[config.mk]
export PLATFORM = sky130hd
export DESIGN_NAME = router_ctrl
export DESIGN_NICKNAME = d
export VERILOG_FILES = /design/src/rtl/router_ctrl.sv
export SDC_FILE = /design/constraint.sdc
export NUM_CORES = 1
export LEC_CHECK = 0
export ABC_AREA = 1
export BUFFER_PORTS_ARGS = -buffer_cell sky130_fd_sc_hd__buf_4
export CORE_MARGIN = 2
export CORE_UTILIZATION = 45
export CTS_CLUSTER_SIZE = 28
export DETAILED_ROUTE_END_ITERATION = 7
export PLACE_DENSITY = 0.67
export SLEW_MARGIN = 0
export SYNTH_ARGS = -nofsm -noshare
export SYNTH_HDL_FRONTEND = slang
export SYNTH_SLANG_ARGS = --single-unit
[constraint.sdc]
create_clock -name clock -period 3 [get_ports clock]
set_input_delay 0.9 -clock clock [delete_from_list [all_inputs] [get_ports clock]]
set_output_delay 0.9 -clock clock [all_outputs]
set_load 0.01 [all_outputs]
[src/rtl/router_ctrl.sv]
`default_nettype none
// ============================================================================
//  Module      : router_ctrl
//  Description : Control FSM for a 1-in / 3-out packet router. It decodes the
//                header address, sequences FIFO writes through first-data,
//                payload, full-stall and parity phases, and runs a per-channel
//                unread-data watchdog that issues one-cycle soft resets.
//  Revision    : 1.0  - initial release
// ============================================================================
module router_ctrl #(
    parameter int TIMEOUT = 30
) (
    input  logic       clock,
    input  logic       reset,
    input  logic       pkt_valid,
    input  logic [1:0] data_in,
    input  logic [2:0] fifo_full,
    input  logic [2:0] fifo_empty,
    input  logic [2:0] read_enb,
    input  logic       parity_done,
    input  logic       low_pkt_valid,
    output logic [2:0] write_enb,
    output logic       detect_add,
    output logic       lfd_state,
    output logic       ld_state,
    output logic       laf_state,
    output logic       full_state,
    output logic       rst_int_reg,
    output logic       busy,
    output logic       fifo_full_sel,
    output logic [2:0] valid_out,
    output logic [2:0] soft_reset
);

    // Watchdog counter width must hold the value TIMEOUT.
    localparam int             CW             = $clog2(TIMEOUT + 1);
    localparam logic [CW-1:0]  c_CNT_LAST     = CW'(TIMEOUT - 1);
    localparam logic [CW-1:0]  c_CNT_ONE      = CW'(1);
    localparam logic [1:0]     c_ADDR_INVALID = 2'd3;

    typedef enum logic [2:0] {
        DECODE_ADDRESS     = 3'd0,
        LOAD_FIRST_DATA    = 3'd1,
        LOAD_DATA          = 3'd2,
        FIFO_FULL_STATE    = 3'd3,
        LOAD_AFTER_FULL    = 3'd4,
        LOAD_PARITY        = 3'd5,
        CHECK_PARITY_ERROR = 3'd6,
        WAIT_TILL_EMPTY    = 3'd7
    } state_t;

    state_t         r_state;
    state_t         w_next_state;
    logic [1:0]     r_addr;
    logic [CW-1:0]  r_cnt [3];
    logic [2:0]     r_soft_reset;

    logic           w_sel_full;
    logic           w_sel_empty;
    logic           w_sel_soft;
    logic [2:0]     w_addr_onehot;
    logic           w_in_empty;
    logic           w_addr_ok;
    logic           w_write;

    // A header byte is accepted only while a packet is in progress and the
    // address names a real channel.
    assign w_addr_ok = pkt_valid && (data_in != c_ADDR_INVALID);

    // Per-channel status of the latched channel. An explicit case keeps the
    // unused address code 3 from selecting a nonexistent bit.
    always_comb begin
        w_sel_full    = 1'b0;
        w_sel_empty   = 1'b0;
        w_sel_soft    = 1'b0;
        w_addr_onehot = 3'b000;
        case (r_addr)
            2'd0: begin
                w_sel_full    = fifo_full[0];
                w_sel_empty   = fifo_empty[0];
                w_sel_soft    = r_soft_reset[0];
                w_addr_onehot = 3'b001;
            end
            2'd1: begin
                w_sel_full    = fifo_full[1];
                w_sel_empty   = fifo_empty[1];
                w_sel_soft    = r_soft_reset[1];
                w_addr_onehot = 3'b010;
            end
            2'd2: begin
                w_sel_full    = fifo_full[2];
                w_sel_empty   = fifo_empty[2];
                w_sel_soft    = r_soft_reset[2];
                w_addr_onehot = 3'b100;
            end
            default: ;
        endcase
    end

    // Emptiness of the channel addressed by the incoming header byte.
    always_comb begin
        w_in_empty = 1'b0;
        case (data_in)
            2'd0:    w_in_empty = fifo_empty[0];
            2'd1:    w_in_empty = fifo_empty[1];
            2'd2:    w_in_empty = fifo_empty[2];
            default: w_in_empty = 1'b0;
        endcase
    end

    // FSM state register.
    always_ff @(posedge clock) begin
        if (reset) begin
            r_state <= DECODE_ADDRESS;
        end else begin
            r_state <= w_next_state;
        end
    end

    // Header address latch; a soft reset on the current channel blocks the
    // decode just as it blocks the state advance.
    always_ff @(posedge clock) begin
        if (reset) begin
            r_addr <= 2'd0;
        end else if ((r_state == DECODE_ADDRESS) && w_addr_ok && !w_sel_soft) begin
            r_addr <= data_in;
        end
    end

    // Next-state logic and Moore state decodes.
    always_comb begin
        w_next_state = r_state;
        detect_add   = 1'b0;
        lfd_state    = 1'b0;
        ld_state     = 1'b0;
        laf_state    = 1'b0;
        full_state   = 1'b0;
        rst_int_reg  = 1'b0;
        busy         = 1'b1;
        w_write      = 1'b0;

        case (r_state)
            DECODE_ADDRESS: begin
                detect_add = 1'b1;
                busy       = 1'b0;
                if (w_addr_ok) begin
                    w_next_state = w_in_empty ? LOAD_FIRST_DATA : WAIT_TILL_EMPTY;
                end
            end
            LOAD_FIRST_DATA: begin
                lfd_state    = 1'b1;
                w_write      = 1'b1;
                w_next_state = LOAD_DATA;
            end
            LOAD_DATA: begin
                ld_state = 1'b1;
                busy     = 1'b0;
                w_write  = 1'b1;
                // A full FIFO wins over end-of-packet so no byte is dropped.
                if (w_sel_full) begin
                    w_next_state = FIFO_FULL_STATE;
                end else if (!pkt_valid) begin
                    w_next_state = LOAD_PARITY;
                end
            end
            FIFO_FULL_STATE: begin
                full_state = 1'b1;
                if (!w_sel_full) begin
                    w_next_state = LOAD_AFTER_FULL;
                end
            end
            LOAD_AFTER_FULL: begin
                laf_state = 1'b1;
                w_write   = 1'b1;
                if (parity_done) begin
                    w_next_state = DECODE_ADDRESS;
                end else if (low_pkt_valid) begin
                    w_next_state = LOAD_PARITY;
                end else begin
                    w_next_state = LOAD_DATA;
                end
            end
            LOAD_PARITY: begin
                w_write      = 1'b1;
                w_next_state = CHECK_PARITY_ERROR;
            end
            CHECK_PARITY_ERROR: begin
                rst_int_reg  = 1'b1;
                w_next_state = w_sel_full ? FIFO_FULL_STATE : DECODE_ADDRESS;
            end
            WAIT_TILL_EMPTY: begin
                if (w_sel_empty) begin
                    w_next_state = LOAD_FIRST_DATA;
                end
            end
            default: begin
                w_next_state = DECODE_ADDRESS;
            end
        endcase

        // The watchdog on the active channel abandons the packet.
        if (w_sel_soft) begin
            w_next_state = DECODE_ADDRESS;
        end
    end

    assign write_enb     = w_write ? w_addr_onehot : 3'b000;
    assign fifo_full_sel = w_sel_full;
    assign valid_out     = ~fifo_empty;
    assign soft_reset    = r_soft_reset;

    // Per-channel unread-data watchdogs: count cycles a channel holds data
    // without being read, and pulse its soft reset when TIMEOUT is reached.
    always_ff @(posedge clock) begin
        if (reset) begin
            for (int i = 0; i < 3; i++) begin
                r_cnt[i] <= '0;
            end
            r_soft_reset <= 3'b000;
        end else begin
            for (int i = 0; i < 3; i++) begin
                r_soft_reset[i] <= 1'b0;
                if (read_enb[i] || !valid_out[i]) begin
                    r_cnt[i] <= '0;
                end else if (r_cnt[i] == c_CNT_LAST) begin
                    r_cnt[i]        <= '0;
                    r_soft_reset[i] <= 1'b1;
                end else begin
                    r_cnt[i] <= r_cnt[i] + c_CNT_ONE;
                end
            end
        end
    end

endmodule
`default_nettype wire
==> impl_metrics.csv <==
group,metric,value,unit
run_status,status,"complete, no violations",
placement,portBuffers,32,
clocking,clk_path_buf_depth,2,
routing,drc,0,
clocking,path_clk_slew,0.12,ns
global_route,globalRouteTotalUtil,16.8,%
routing,wire_per_inst,10.7,µm
placement,place.gp.congestion,0.851,
worst_setup_path,cp-start-kind,"flip-flop",
worst_setup_path,arrival,1.59,ns
floorplanning,die_x,60.5,µm
yosys,yosysWarnings,0,
yosys,synth_cell_types,29,
worst_setup_path,worstSetupEndpointType,"output port",
routing,drt-initial-drc-count,73,
hold_path,min_path_type,"flip-flop to flip-flop",
global_route,grt_pass1_wl,4660,µm
final_layout,fin_nets,242,
clocking,hold_buffers,0,
yosys,avgSynthCellArea,8.41,µm²
flow_run,max-cap-violations,0,
timing,rsz0062_at_grt,"false",
routing,ant_nets,0,
yosys,ys_ff_latch,23,
floorplanning,die-height,60.5,µm
floorplanning,die-area,0.00366,mm²
routing,viasPerCell,4.72,
clocking,cts-root-buf,"clkbuf_4",
floorplanning,start_util,47.1,%
clocking,postCtsResizedCells,0,
power,p_sw_share,40.6,%
yosys,syn_inst,171,
yosys,netlist_area,0.00144,mm²
timing,setup_viol,0,
routing,vias,1242,
routing,wl,2810,µm
final_layout,area_delta_synth_final,24.8,%
power,powerDensity,580,mW/mm²
power,peakVddDrop,313,µV
clocking,cts.sinks,23,
clocking,cts_setup_buffers,0,
timing,slew_violations,0,
global_route,grt_max_degree,14,
worst_setup_path,slowest_delay,0.45,ns
final_layout,final_util,58.8,%
clocking,htree_levels,1,
floorplanning,row_count,20,
clocking,cts_tree,"built",
power,leakagePower,0.817,nW
floorplanning,io_pins,33,
placement,dp_cells,259,
timing,fin_crit_sh,82.9,%
worst_setup_path,path_max_fanout,5,
global_route,grt_pass1_vias,1143,
timing,clock_skew,0.00483,ns
power,pwr-share-seq,41.1,%
timing,period_minus_slack,2.49,ns
power,p_int,0.618,mW
worst_setup_path,crit_chain,"inv_2, nand2_2, nor2_2, nor3_1, nor3_1, buf_4",
worst_setup_path,worstPathRequired,2.10,ns
final_layout,stdcell_count,263,
routing,dr.pass1.iters,4,
placement,dpl.hpwl,2320,µm
power,clkPwrFrac,13.3,%
clocking,worstSkewPairLatency,0.30,ns
timing,max_clock_freq,402,MHz
timing,hold_viol,0,
power,switchingPower,0.423,mW
timing,fin_setup_tns,0,ns
floorplanning,coreArea,0.00305,mm²
worst_setup_path,slowest_stage,"dfxtp_1",
global_route,antenna_found_initial,0,
global_route,grt.overflow.total,0,
worst_setup_path,cpMostUsedCell,"nor3_1",
worst_setup_path,worstSetupPathType,"flip-flop to output port",
power,p_comb_share,45.5,%
final_layout,insertedDiodeCount,0,
clocking,cts_buffers,3,
final_layout,drive_gt1_share,29.7,%
yosys,ys_seq_area_share,42.5,%
## cell usage in the layout, fill, tap and decap left out, drive strengths merged
cell type / Yosys / layout
conb: 1 / 15
nor4: 2 / 2
a31oi: 1 / 1
buf: 2 / 32
ha: 6 / 6
inv: 22 / 22
or2: 3 / 3
xor2: 2 / 2
clkinv: 0 / 1
nand4: 3 / 3
nand2: 26 / 26
nor3: 11 / 11
dfxtp: 8 / 8
nor2: 30 / 30
xnor2: 4 / 4
clkbuf: 0 / 3
a21oi: 7 / 7
o21ai: 3 / 3
nand3: 24 / 24
a21boi: 1 / 1
edfxtp: 15 / 15
## power by group through the flow
| stage | sequential, mW | clock, mW | combinational (mW) |
|---|---|---|---|
| finish | 0.428 | 0.139 | 0.474 |
| global route | 0.434 | 0.156 | 0.534 |
| CTS | 0.427 | 0.149 | 0.476 |
| detailed placement | 0.434 | 0 | 0.475 |
| global placement | 0.433 | 0 | 0.472 |
| floorplan | 0.412 | 0 | 0.344 |
## critical path: cells and delay by family (launching register included)
family | cells | cell delay (ns)
buf+inv | 2 | 0.28
flops | 1 | 0.45
simple gates | 4 | 0.57
## cell type report
cell class,count,area (µm²)
Sequential cell,23,611
Tap cell,44,55.1
Fill cell,296,1260
Inverter,22,85.1
Clock inverter,1,5.00
Clock buffer,3,22.5
Multi-Input combinational cell,138,776
Timing Repair Buffer,32,240
## state kept, by name, indices dropped and copies added (netlist names)
signal	count
r_cnt	15
r_state	3
soft_reset	3
r_addr	2
## synthesized netlist by cell type (all sizes together)
| cell type | count | area share, % |
|---|---|---|
| a21boi | 1 | 1.3 |
| a21oi | 7 | 2.7 |
| a31oi | 1 | 0.44 |
| buf | 2 | 1.3 |
| conb | 1 | 0.26 |
| dfxtp | 8 | 11 |
| edfxtp | 15 | 31 |
| ha | 6 | 5.2 |
| inv | 22 | 5.9 |
| nand2 | 26 | 7.1 |
| nand3 | 24 | 10 |
| nand4 | 3 | 1.3 |
| nor2 | 30 | 8.9 |
| nor3 | 11 | 5.7 |
| nor4 | 2 | 0.87 |
| o21ai | 3 | 1.0 |
| or2 | 3 | 1.3 |
| xnor2 | 4 | 2.4 |
| xor2 | 2 | 1.2 |
## cells by family after synthesis
logic type               after synthesis  share of synthesized area [%]
adder cells (fa/ha/maj)                6                           5.22
AO/OA/AOI/OAI                         12                           5.48
AND/OR/NAND/NOR                       99                           35.7
other                                  1                          0.261
XOR/XNOR                               6                           3.66
buffers and inverters                 24                           7.22
flip-flops                            23                           42.5
## layer usage
layer  wire (µm)  vias to the layer above  share of wire, %  GRT usage, %
li1            -                      652                 -             -
met1        1400                      542                50          23.2
met2        1210                       46                43          26.6
met3         178                        2               6.3          2.77
met4          15                        0              0.53          6.83
met5           0                        -                 0             0
## worst paths after layout
kind	startpoint	end	slack, ns	cells after the start
setup / recovery	r_state[2]	write_enb[2]	0.51	6
hold reg to reg	r_cnt[0][4]	soft_reset[0]	0.62	2
setup reg to reg	r_addr[0]	r_state[0]	1.58	7
hold / removal	r_cnt[0][4]	soft_reset[0]	0.62	2
## per-stage QoR
step	cell area [µm²]	setup WS (ns)	total power, mW	hold slack [ns]
floorplan	1490	0.919	0.755	0.534
global placement	1770	0.726	0.905	0.577
detailed placement	1770	0.711	0.909	0.595
CTS	1790	0.483	1.05	0.626
global route	1790	0.315	1.12	0.663
finish	1790	0.514	1.04	0.621
Power figures use the tool's default switching activity.
